### src/rtl/bb_bus_arbiter.sv
// Round-robin system bus arbiter with split-transaction support.
// One owner at a time, a dead turnaround cycle between owners, resumed masters first.
module bb_bus_arbiter #(
  parameter int NUM_MASTERS = 4,
  parameter int MID_W       = 2
) (
  input  logic                   clk,
  input  logic                   rst,
  input  logic [NUM_MASTERS-1:0] breq,
  output logic [NUM_MASTERS-1:0] bgrant,
  output logic [MID_W-1:0]       msel,
  output logic                   bus_busy,
  input  logic                   split_start,
  input  logic                   split_resume,
  input  logic [MID_W-1:0]       resume_id,
  output logic [NUM_MASTERS-1:0] split_pending
);

  typedef enum logic [1:0] {IDLE, GRANT, HANDOVER} state_t;

  state_t                 state;
  logic [MID_W-1:0]       ptr;
  logic [NUM_MASTERS-1:0] resume_mask;

  logic [NUM_MASTERS-1:0] eligible;
  logic [NUM_MASTERS-1:0] resume_elig;
  logic                   rs_found;
  logic [MID_W-1:0]       rs_idx;
  logic                   rr_found;
  logic [MID_W-1:0]       rr_idx;
  logic                   win_valid;
  logic [MID_W-1:0]       win_idx;
  logic [MID_W-1:0]       ptr_next;
  logic                   resume_ok;

  assign eligible    = breq & ~split_pending;
  assign resume_elig = eligible & resume_mask;

  // NOTE: every variable gets a default before the loops so no latch is inferred.
  always_comb begin
    rs_found = 1'b0;
    rs_idx   = '0;
    for (int i = NUM_MASTERS - 1; i >= 0; i--) begin
      if (resume_elig[i]) begin
        rs_found = 1'b1;
        rs_idx   = MID_W'(i);
      end
    end

    rr_found = 1'b0;
    rr_idx   = '0;
    for (int i = 0; i < NUM_MASTERS; i++) begin
      if (!rr_found && eligible[(int'(ptr) + i) % NUM_MASTERS]) begin
        rr_found = 1'b1;
        rr_idx   = MID_W'((int'(ptr) + i) % NUM_MASTERS);
      end
    end
  end

  assign win_valid = |eligible;
  assign win_idx   = rs_found ? rs_idx : rr_idx;
  assign ptr_next  = (win_idx == MID_W'(NUM_MASTERS - 1)) ? '0 : win_idx + 1'b1;

  // The current owner is never pending, so a resume cannot collide with a split of the same bit.
  assign resume_ok = split_resume && (int'(resume_id) < NUM_MASTERS) && split_pending[resume_id];

  // NOTE: all state is updated with non-blocking assignments so every read sees pre-edge values.
  always_ff @(posedge clk) begin
    if (rst) begin
      state         <= IDLE;
      bgrant        <= '0;
      msel          <= '0;
      bus_busy      <= 1'b0;
      split_pending <= '0;
      resume_mask   <= '0;
      ptr           <= '0;
    end else begin
      if (resume_ok) begin
        split_pending[resume_id] <= 1'b0;
        resume_mask[resume_id]   <= 1'b1;
      end

      case (state)
        IDLE, HANDOVER: begin
          if (win_valid) begin
            state    <= GRANT;
            bgrant   <= NUM_MASTERS'(1) << win_idx;
            msel     <= win_idx;
            bus_busy <= 1'b1;
            ptr      <= ptr_next;
            if (rs_found) resume_mask[win_idx] <= 1'b0;
          end else begin
            state <= IDLE;
          end
        end
        GRANT: begin
          // Split takes precedence over a simultaneous release.
          if (split_start || !breq[msel]) begin
            state    <= HANDOVER;
            bgrant   <= '0;
            bus_busy <= 1'b0;
            if (split_start) split_pending[msel] <= 1'b1;
          end
        end
        default: state <= IDLE;
      endcase
    end
  end

endmodule

### config.mk
export PLATFORM = sky130hd
export DESIGN_NAME = bb_bus_arbiter
export DESIGN_NICKNAME = d
export VERILOG_FILES = /design/src/rtl/bb_bus_arbiter.sv
export SDC_FILE = /design/constraint.sdc
export NUM_CORES = 1
export LEC_CHECK = 0
export BUFFER_PORTS_ARGS = -buffer_cell sky130_fd_sc_hd__buf_4
export CORE_MARGIN = 4
export CORE_UTILIZATION = 58
export CTS_BUF_LIST = sky130_fd_sc_hd__clkbuf_16
export CTS_CLUSTER_SIZE = 10
export DETAILED_ROUTE_END_ITERATION = 6
export PLACE_DENSITY = 0.82
export SLEW_MARGIN = 20
export SYNTH_ARGS = -nofsm -noshare
export SYNTH_HDL_FRONTEND = slang
export SYNTH_SLANG_ARGS = --single-unit
### constraint.sdc
create_clock -name clk -period 5.7 [get_ports clk]
set_input_delay 1.14 -clock clk [delete_from_list [all_inputs] [get_ports clk]]
set_output_delay 1.14 -clock clk [all_outputs]
set_load 0.005 [all_outputs]
==> summary.txt, run 1 <==
Status: completed
Post-synth top area share: 0.340
Count of hold-fix buffers inserted at cts: 0
Rows: 15
Peak supply drop: 215 µV
GR Overflow Total: 0
Ant. Diodes: 0
Post-synth EDFFs: 0
Clk sinks: 19
Fin. max-slew vios: 0
Die Wd: 51.9 µm
First-pass GRT wire length: 4240 µm
DPL Wire Length: 1890 µm
Tcrit/Tclk final: 0.551
Async S/R FF share, synth: 0
Max Clock Skew: 1.17 ps
Final worst slack: 2560 ps
Power Density: 291 nW/µm²
Worst-Skew Late Latency: 250 ps
Post-Syn Area: 1120 µm²
Top post-synthesis cells by area: dfxtp_1 34%, a21oi_1 5.4%, ha_1 4.5%, nand2_1 4.4%, nor2_1 3.4%
Syn-to-layout area delta: 20.2%
Seq/Total Area, Yosys: 0.340
Initial antenna violation count: 0
Critical Path Start Type: primary input
Leak Pwr: 0.550 nW
Unique masters post-synth: 49
Final-report hold violation count: 0
CTS Buf Count: 3
Final GP Congestion: 0.806
Pre-CTS WS: 2380 ps
Worst-path clk slew: 50 ps
Slowest library cell on the worst path: nor2b_1
Setup TNS: 0 ps
Multi-input combinational cell area: 676 µm²
All-Layer GR Usage: 0.210
Longest Clk Path Bufs: 2
Mean Syn Cell Area: 9.01 µm²
Endpoints failing setup: 0
WS Path Type: in -> reg
Port Buffers: 20
Fin cells: 167
Tmin final: 3140 ps
Fillcell total: 122
Worst-path maximum fanout: 9
Critical Path RT: 5870 ps
Drt wl/cell: 15.2 µm
Cell taking the most area after synthesis: dfxtp_1
Mapped Cells: 124
Reg area: 380 µm²
Pin slew with the least headroom to its limit: 786 ps
CP cell instances: buf_4 -> nor2b_1 -> o21a_1 -> o221ai_1 -> a311oi_4 -> inv_1 -> ha_1 -> a211oi_1
Largest net degree at the start of global routing: 20
RSZ-0062 raised after global routing: no
Placed cells: 163
Full die area: 2690 µm²
Starting Density: 0.627
Register bit total from synthesis: 19
Ys flop type: dfxtp_1
Vias: 1006
CP peak stage delay: 630 ps
Die span in y: 51.9 µm
Hold Path Class: reg -> reg
Post-Route WL: 2540 µm
YS warnings: 0
Antenna-violating nets left: 0
Syn nets: 138
Final nets: 157
H-tree lvl count: 1
Clock tree from TritonCTS: built
Root buf cell: clkbuf_16
Kind of end point of the critical path: register
CORE AREA: 1780 µm²
Maximum clock frequency: 0.318 GHz
Vias in the first global route: 929
Number of I/O pins: 21
Max-cap violations: 0
First-pass detailed-route iteration total: 5
Post-CTS sizing: 0
Post-CTS Setup Inserts: 0
CP arrival: 3310 ps
Residual DRC count: 0
Slew HR: 0.475
Via density: 6.02
Share of layout cells above drive strength 1: 0.254
Final Core Density: 0.753
DR iter-0 viols: 20
cells by family after synthesis:
kind of cell               count (synthesis)  synth area share
AOI/OAI and AO/OA                         39             0.289
adders and majority gates                  4            0.0448
buffers and inverters                     13            0.0549
DFF                                       19             0.340
muxes                                      1            0.0235
and+or+nand+nor                           48             0.248
power by group:
part / internal [W] / total [W] / switching, W
Sequential: 0.000145 / 0.000159 / 0.0000144
Clock: 0.0000931 / 0.000138 / 0.0000453
Combinational: 0.0000439 / 0.0000937 / 0.0000498
state kept, by name (all words and copies together) (netlist names):
| name | cells |
|---|---|
| bgrant | 4 |
| resume_mask | 4 |
| split_pending | 4 |
| msel | 2 |
| ptr | 2 |
| state | 2 |
| bus_busy | 1 |
cells in the mapped netlist, types with 2 or more instances:
master / number
and2b_4: 2
nand4_1: 2
inv_1: 7
dfxtp_1: 19
a22oi_1: 2
nor2_1: 10
nand2_1: 13
clkbuf_1: 2
nor2b_1: 3
o21ai_0: 2
a211oi_1: 4
a221oi_2: 2
nand3_1: 5
ha_1: 4
a21o_1: 2
a21oi_1: 12
worst max-delay path: cells and delay by family:
kind                       cells  cell delay (ps)
AOI/OAI and AO/OA              4             1070
adders and majority gates      1              250
buffers and inverters          2              220
and+or+nand+nor                1              630
worst paths after layout:
check	from	end	slack [ps]	cells after the start
worst max-delay path	breq[3]	resume_mask[0]	2560	8
worst min-delay path	bgrant[1]	bgrant[1]	480	2
worst max register to register	split_pending[3]	resume_mask[0]	3200	7
worst min register to register	bgrant[1]	bgrant[1]	480	2
per-stage QoR:
stage / power (W) / cell area [µm²] / hold WS [ps]
final: 0.000391 / 1340 / 475
after global routing: 0.000414 / 1340 / 513
after CTS: 0.000394 / 1340 / 477
after detailed placement: 0.000253 / 1260 / 460
after global placement: 0.000250 / 1260 / 457
after floorplan: 0.000223 / 1120 / 464
placed cells by master (no fill, tap or decap), drive strengths merged, types with 2 or more instances in the layout:
master,n
buf,20
dfxtp,19
nand2,13
a21oi,13
nor2,11
inv,8
nand3,5
a211oi,5
ha,4
nor2b,4
clkbuf,3
a221oi,3
o21ai,3
and2b,2
a21o,2
a22oi,2
nand4,2
nand2b,2
o211a,2
final cells by class:
type,instances,share of cell area
well taps,25,0.0233
multi-input cells,92,0.503
flip-flops and latches,19,0.283
inverters,7,0.0196
repair buffers,20,0.112
clock buffers,3,0.0559
clock inverters,1,0.00280
per-layer routing:
layer  up-vias  track usage  wire (µm)
met5         -            0          0
met3         8       0.0716        182
met2        44        0.337       1170
li1        493            -          -
met4         0       0.0568         38
met1       461        0.268       1150
Note: power is estimated with default switching activity, not from simulation.
==> run 2, diff against run 1 <==
--- a/config.mk
+++ b/config.mk
@@ -5,13 +5,14 @@
 export SDC_FILE = /design/constraint.sdc
 export NUM_CORES = 1
 export LEC_CHECK = 0
+export ABC_AREA = 1
 export BUFFER_PORTS_ARGS = -buffer_cell sky130_fd_sc_hd__buf_4
 export CORE_MARGIN = 4
-export CORE_UTILIZATION = 58
+export CORE_UTILIZATION = 50
 export CTS_BUF_LIST = sky130_fd_sc_hd__clkbuf_16
 export CTS_CLUSTER_SIZE = 10
 export DETAILED_ROUTE_END_ITERATION = 6
-export PLACE_DENSITY = 0.82
+export PLACE_DENSITY = 0.74
 export SLEW_MARGIN = 20
 export SYNTH_ARGS = -nofsm -noshare
 export SYNTH_HDL_FRONTEND = slang
==> constraint.sdc (replaced) <==
create_clock -name clk -period 2.86 [get_ports clk]
set_input_delay 0.572 -clock clk [delete_from_list [all_inputs] [get_ports clk]]
set_output_delay 0.572 -clock clk [all_outputs]
set_load 0.005 [all_outputs]
==> summary.txt, run 2 <==
Worst setup path endpoint: ptr[1]
Largest net degree at the start of global routing: 15 (-25%)
R2r worst-path depth: 14 (+7)
Clock tree from TritonCTS: built
DR iter-0 viols: 109 (+450%)
Vias in the first global route: 1274 (+37%)
Clk sinks: 19 (unchanged)
All-Layer GR Usage: 0.211 (+0.000249)
GR Overflow Total: 0 (unchanged)
Share of layout cells above drive strength 1: 0.232 (-0.0213)
Via density: 5.52 (-8.4%)
Fin cells: 239 (+43%)
Endpoints failing setup: 0 (unchanged)
CP arrival: 2380 ps (-930 ps)
Worst r2r dst: ptr[1]
Post-CTS sizing: 0 (unchanged)
Kind of end point of the critical path: register
Post-synth top area share: 0.304 (-0.0367)
Post-Syn Area: 1250 µm² (+12%)
Post-CTS Setup Inserts: 0 (unchanged)
Slew HR: 0.659 (+0.184)
Mean Syn Cell Area: 6.63 µm² (-26%)
Tmin final: 2240 ps
Number of I/O pins: 21 (unchanged)
WS Path Type: reg -> reg
Max-cap violations: 0 (unchanged)
R2r setup slk: 620 ps (-2580 ps)
Placed cells: 235 (+44%)
Hold Path Class: reg -> reg
Top post-synthesis cells by area: dfxtp_1 30%, nand2_1 16%, nand3_1 9.6%, inv_1 6.9%, a21oi_1 6.4%
Leading cell type in the layout, fill and taps excluded: nand2_1
Unique masters post-synth: 26 (-47%)
CTS Buf Count: 3 (unchanged)
Port Buffers: 20 (unchanged)
Post-synth EDFFs: 0 (unchanged)
Pin slew with the least headroom to its limit: 511 ps (-275 ps)
Ant. Diodes: 0 (unchanged)
Power Density: 976 nW/µm² (+240%)
Reg2reg start: ptr[0]
Initial antenna violation count: 0 (unchanged)
Fillcell total: 208 (+70%)
Most frequent cells in the layout: 52 x nand2_1, 24 x nand3_1, 23 x inv_1
Rows: 17 (+2)
First-pass GRT wire length: 5580 µm (+32%)
Worst-path maximum fanout: 10 (+1)
Final-report hold violation count: 0 (unchanged)
Die Wd: 58.1 µm (+12%)
Register bit total from synthesis: 19 (unchanged)
Root buf cell: clkbuf_16
Drt wl/cell: 13.4 µm (-12%)
Peak supply drop: 719 µV (+230%)
Starting Density: 0.545 (-0.0815)
Count leader, synth: nand2_1
Worst-path clk slew: 60 ps (about the same)
DPL Wire Length: 2470 µm (+30%)
YS warnings: 0 (unchanged)
Most frequent cells after synthesis: 52 x nand2_1, 24 x nand3_1, 23 x inv_1
Full die area: 3370 µm² (+25%)
Critical Path Start Type: register
Antenna-violating nets left: 0 (unchanged)
Die span in y: 58.1 µm (+12%)
Async S/R FF share, synth: 0 (unchanged)
Syn nets: 203 (+47%)
Ys flop type: dfxtp_1
Mapped Cells: 189 (+52%)
Maximum clock frequency: 0.446 GHz
Max Clock Skew: 3.33 ps (+2.16 ps)
H-tree lvl count: 1 (unchanged)
Syn-to-layout area delta: 19.8%
Post-Route WL: 3210 µm (+26%)
Residual DRC count: 0 (unchanged)
Fin. max-slew vios: 0 (unchanged)
Leak Pwr: 0.746 nW (+36%)
Status: completed
Longest Clk Path Bufs: 2 (unchanged)
Top flop regs: bgrant: 4 flops, resume_mask: 4 flops, split_pending: 4 flops
Final nets: 226 (+44%)
RSZ-0062 raised after global routing: no
Critical Path RT: 3000 ps (-2870 ps)
Final GP Congestion: 0.938 (+16%)
Seq/Total Area, Yosys: 0.304 (-0.0367)
Worst-Skew Late Latency: 250 ps (about the same)
Vias: 1319 (+31%)
Count of hold-fix buffers inserted at cts: 0 (unchanged)
CORE AREA: 2300 µm² (+29%)
Cell taking the most area after synthesis: dfxtp_1
Worst setup path startpoint: ptr[0]
First-pass detailed-route iteration total: 4 (-1)
Tcrit/Tclk final: 0.784
Setup TNS: 0 ps (unchanged)
[run 2: kinds of logic (layout without fill, tap and decap cells)]
| logic type | after synthesis | in the layout | synth area share |
|---|---|---|---|
| simple gates | 106 | 106 | 0.407 |
| compound gates | 32 | 32 | 0.150 |
| buf+inv | 28 | 50 | 0.0999 |
| flops | 19 | 19 | 0.304 |
| fa+ha+maj | 4 | 4 | 0.0400 |
[run 2: worst min-delay path by stage]
| stage | start | endpoint | cells after the start |
|---|---|---|---|
| 4_1_cts | bgrant[3] | bgrant[3] | 2 |
| 3_5_place_dp | bgrant[3] | bgrant[3] | 2 |
| 2_1_floorplan | bgrant[0] | bgrant[0] | 2 |
| 6_report | bgrant[3] | bgrant[3] | 2 |
| 5_1_grt | bgrant[3] | bgrant[3] | 2 |
| 3_3_place_gp | bgrant[3] | bgrant[3] | 2 |
[run 2: metal layers]
metal,track usage,wire length [µm],vias up
met3,0.0557,271,11
met5,0,0,-
li1,-,-,664
met2,0.319,1400,55
met1,0.280,1480,589
met4,0.0927,53,0
[run 2: stage by stage]
step                setup slack [ps]   util  power [W]  area, µm²  hold WS [ps]
finish                           619  0.653    0.00146       1500           461
global route                     426  0.653    0.00159       1500           486
CTS                              633  0.653    0.00147       1500           462
detailed placement               623  0.617    0.00116       1420           453
global placement                 700  0.617    0.00113       1420           451
floorplan                        944      -   0.000961       1250           450
[run 2: critical path, cell delays in order, from the launching register on]
cell and delay [ps]:
dfxtp_1 640, nand3_1 200, nand2_1 180, nand2_2 80, nand2_4 80, nor2_4 40
nand2_1 50, nand2_1 50, nand2_1 70, nand3_1 80, nand2_2 100, inv_1 80
ha_1 270, o21ai_0 150, a21oi_1 50
[run 2: where the power goes]
part / internal [W] / leakage (nW) / switching (W)
combinational: 0.000296 / 0.553 / 0.000467
sequential: 0.000322 / 0.156 / 0.0000804
clock: 0.000189 / 0.0371 / 0.000110
[run 2: area by class of cell]
cell class | instances | area, µm² | share of cell area
multi-input cells | 142 | 747 | 0.498
flip-flops and latches | 19 | 380 | 0.254
repair buffers | 20 | 150 | 0.100
inverters | 26 | 105 | 0.0701
clock buffers | 3 | 75.1 | 0.0500
well taps | 28 | 35.0 | 0.0234
clock inverters | 1 | 7.51 | 0.00500
==> run 3, diff against run 2 <==
--- a/config.mk
+++ b/config.mk
@@ -5,14 +5,14 @@
 export SDC_FILE = /design/constraint.sdc
 export NUM_CORES = 1
 export LEC_CHECK = 0
-export ABC_AREA = 1
+export ABC_AREA = 0
 export BUFFER_PORTS_ARGS = -buffer_cell sky130_fd_sc_hd__buf_4
 export CORE_MARGIN = 4
-export CORE_UTILIZATION = 50
+export CORE_UTILIZATION = 54
 export CTS_BUF_LIST = sky130_fd_sc_hd__clkbuf_16
 export CTS_CLUSTER_SIZE = 10
 export DETAILED_ROUTE_END_ITERATION = 6
-export PLACE_DENSITY = 0.74
+export PLACE_DENSITY = 0.77
 export SLEW_MARGIN = 20
 export SYNTH_ARGS = -nofsm -noshare
 export SYNTH_HDL_FRONTEND = slang
==> constraint.sdc (replaced) <==
create_clock -name clk -period 2.1 [get_ports clk]
set_input_delay 0.42 -clock clk [delete_from_list [all_inputs] [get_ports clk]]
set_output_delay 0.42 -clock clk [all_outputs]
set_load 0.005 [all_outputs]
==> summary.txt, run 3 (same netlist as run 1, synthesis figures left out) <==
Worst-Skew Late Latency: 250 ps (about the same)
Worst-path maximum fanout: 5 (-5)
Share of layout cells above drive strength 1: 0.338 (+0.105)
Worst setup path startpoint: split_pending[2]
Tmin final: 2010 ps (-232 ps)
Hold Path Class: reg -> reg
Levels on crit path: 7 (-7)
Residual DRC count: 0 (unchanged)
CTS Buf Count: 3 (unchanged)
Hold-critical path depth: 2 (unchanged)
Longest Clk Path Bufs: 2 (unchanged)
Final nets: 169 (-25%)
Vias in the first global route: 1024 (-20%)
Leak Pwr: 0.614 nW (-18%)
Setup TNS: 0 ps (unchanged)
CP arrival: 2180 ps (-200 ps)
Final Core Density: 0.739 (+0.0861)
Die span in y: 53.5 µm (-7.9%)
Initial antenna violation count: 0 (unchanged)
All-Layer GR Usage: 0.230 (+0.0194)
DR iter-0 viols: 24 (-78%)
Slew HR: 0.585 (-0.0736)
Status: completed
Root buf cell: clkbuf_16
Hold Path Sink: bgrant[2]
Port Buffers: 20 (unchanged)
Top flop regs: bgrant: 4 flops, resume_mask: 4 flops, split_pending: 4 flops
Most frequent cells in the layout: 32 x buf_4, 18 x dfxtp_1, 13 x nand2_1
Full die area: 2860 µm² (-15%)
First-pass GRT wire length: 4540 µm (-19%)
Fillcell total: 162 (-22%)
Placed cells: 176 (-25%)
Count of hold-fix buffers inserted at cts: 0 (unchanged)
Number of I/O pins: 21 (unchanged)
Max-cap violations: 0 (unchanged)
Final-report hold violation count: 0 (unchanged)
Tcrit/Tclk final: 0.957 (+0.173)
Placed Area: 1350 µm² (-4.9%)
H-tree lvl count: 1 (unchanged)
Power Density: 775 nW/µm² (-21%)
Antenna-violating nets left: 0 (unchanged)
Leading cell type in the layout, fill and taps excluded: buf_4
Ant. Diodes: 0 (unchanged)
DPL Wire Length: 2060 µm (-17%)
Vias: 1033 (-22%)
CP peak stage delay: 350 ps (-290 ps)
Crit path max-delay family: compound AO/OA/AOI/OAI gates
RSZ-0062 raised after global routing: no
Clk sinks: 19 (unchanged)
Rows: 16 (-1)
Maximum clock frequency: 0.498 GHz (+12%)
Worst r2r dst: resume_mask[1]
Final GP Congestion: 0.891 (-5.0%)
Worst-path clk slew: 60 ps (about the same)
Starting Density: 0.570 (+0.0243)
WP buf/inv: 1 (unchanged)
R2r setup slk: 90 ps (-530 ps)
Critical Path RT: 2270 ps (-730 ps)
CP cell instances: or2b_1 -> o21a_1 -> o221ai_1 -> a311oi_4 -> buf_4 -> ha_1 -> a221oi_2
Drt wl/cell: 15.5 µm (+16%)
Clock tree from TritonCTS: built
CORE AREA: 1960 µm² (-15%)
Reg2reg start: split_pending[2]
R2r worst-path depth: 7 (-7)
WS Path Type: reg -> reg
Pwr Total: 0.00112 W (-23%)
Endpoints failing setup: 0 (unchanged)
Max Clock Skew: 4.23 ps (+0.900 ps)
Peak supply drop: 850 µV (+18%)
GR Overflow Total: 0 (unchanged)
Fin cells: 181 (-24%)
Kind of end point of the critical path: register
Slowest library cell on the worst path: dfxtp_1
Critical Path Start Type: register
Pin slew with the least headroom to its limit: 619 ps (+109 ps)
Post-Route WL: 2810 µm (-12%)
Via density: 5.71 (+3.4%)
Hold Crit Start: bgrant[2]
Syn-to-layout area delta: 29.8%
Fin. max-slew vios: 0 (unchanged)
Largest net degree at the start of global routing: 20 (+5)
Die Wd: 53.5 µm (-7.9%)
Fin area: 1450 µm² (-3.3%)
First-pass detailed-route iteration total: 4 (unchanged)
==> run 3: cell count changes in the layout (fill, tap and decap cells not counted), sizes merged, moves of 3 or more <==
cell / change
buf: +12
inv: -19
o21ai: -6
nor2b: +4
a21oi: -6
nand3: -23
nand2: -51
a211oi: +4
a221oi: +3
==> run 3: timing repair <==
item	4_1_cts	5_1_grt
setup endpoints to repair	5	4
resized for setup	3	1
pin swaps	0	1
setup buffers	0	1
==> run 3: worst max-delay path by stage <==
stage	endpoint
finish	resume_mask[1]
global route	resume_mask[1]
CTS	resume_mask[0]
detailed placement	resume_mask[0]
global placement	resume_mask[0]
floorplan	resume_mask[0]
==> run 3: where the power goes <==
group | total, W | internal [W] | switching (W)
registers | 0.000433 | 0.000393 | 0.0000404
logic | 0.000298 | 0.000152 | 0.000146
clock network | 0.000393 | 0.000255 | 0.000138
==> run 3: per-stage QoR <==
step	worst slack, ps	hold slack [ps]
after floorplan	30.8	464
after global placement	-167	458
after detailed placement	-294	468
after CTS	16.5	470
after global routing	13.6	501
final	90.1	473
==> run 3: final cells by class <==
cell class                      count  area [µm²]  area share
Clock buffer                        3        75.1      0.0518
Tap cell                           27        33.8      0.0233
Timing Repair Buffer               32         240       0.166
Multi-Input combinational cell     92         688       0.475
Inverter                            7        26.3      0.0181
Sequential cell                    19         382       0.263
Clock inverter                      1        5.00     0.00345
==> run 3: worst register-to-register path, delay by kind of cell (launching register included) <==
family                     cells  cell delay (ps)
AOI/OAI and AO/OA              4              910
adders and majority gates      1              230
buffers and inverters          1              170
DFF                            1              350
and+or+nand+nor                1              280
==> run 3: routing by layer <==
| metal | part of all wire | wire length (µm) | GRT usage |
|---|---|---|---|
| met5 | 0 | 0 | 0 |
| met4 | 0.017 | 49 | 0.119 |
| met3 | 0.049 | 139 | 0.0620 |
| met2 | 0.51 | 1430 | 0.410 |
| met1 | 0.42 | 1190 | 0.242 |
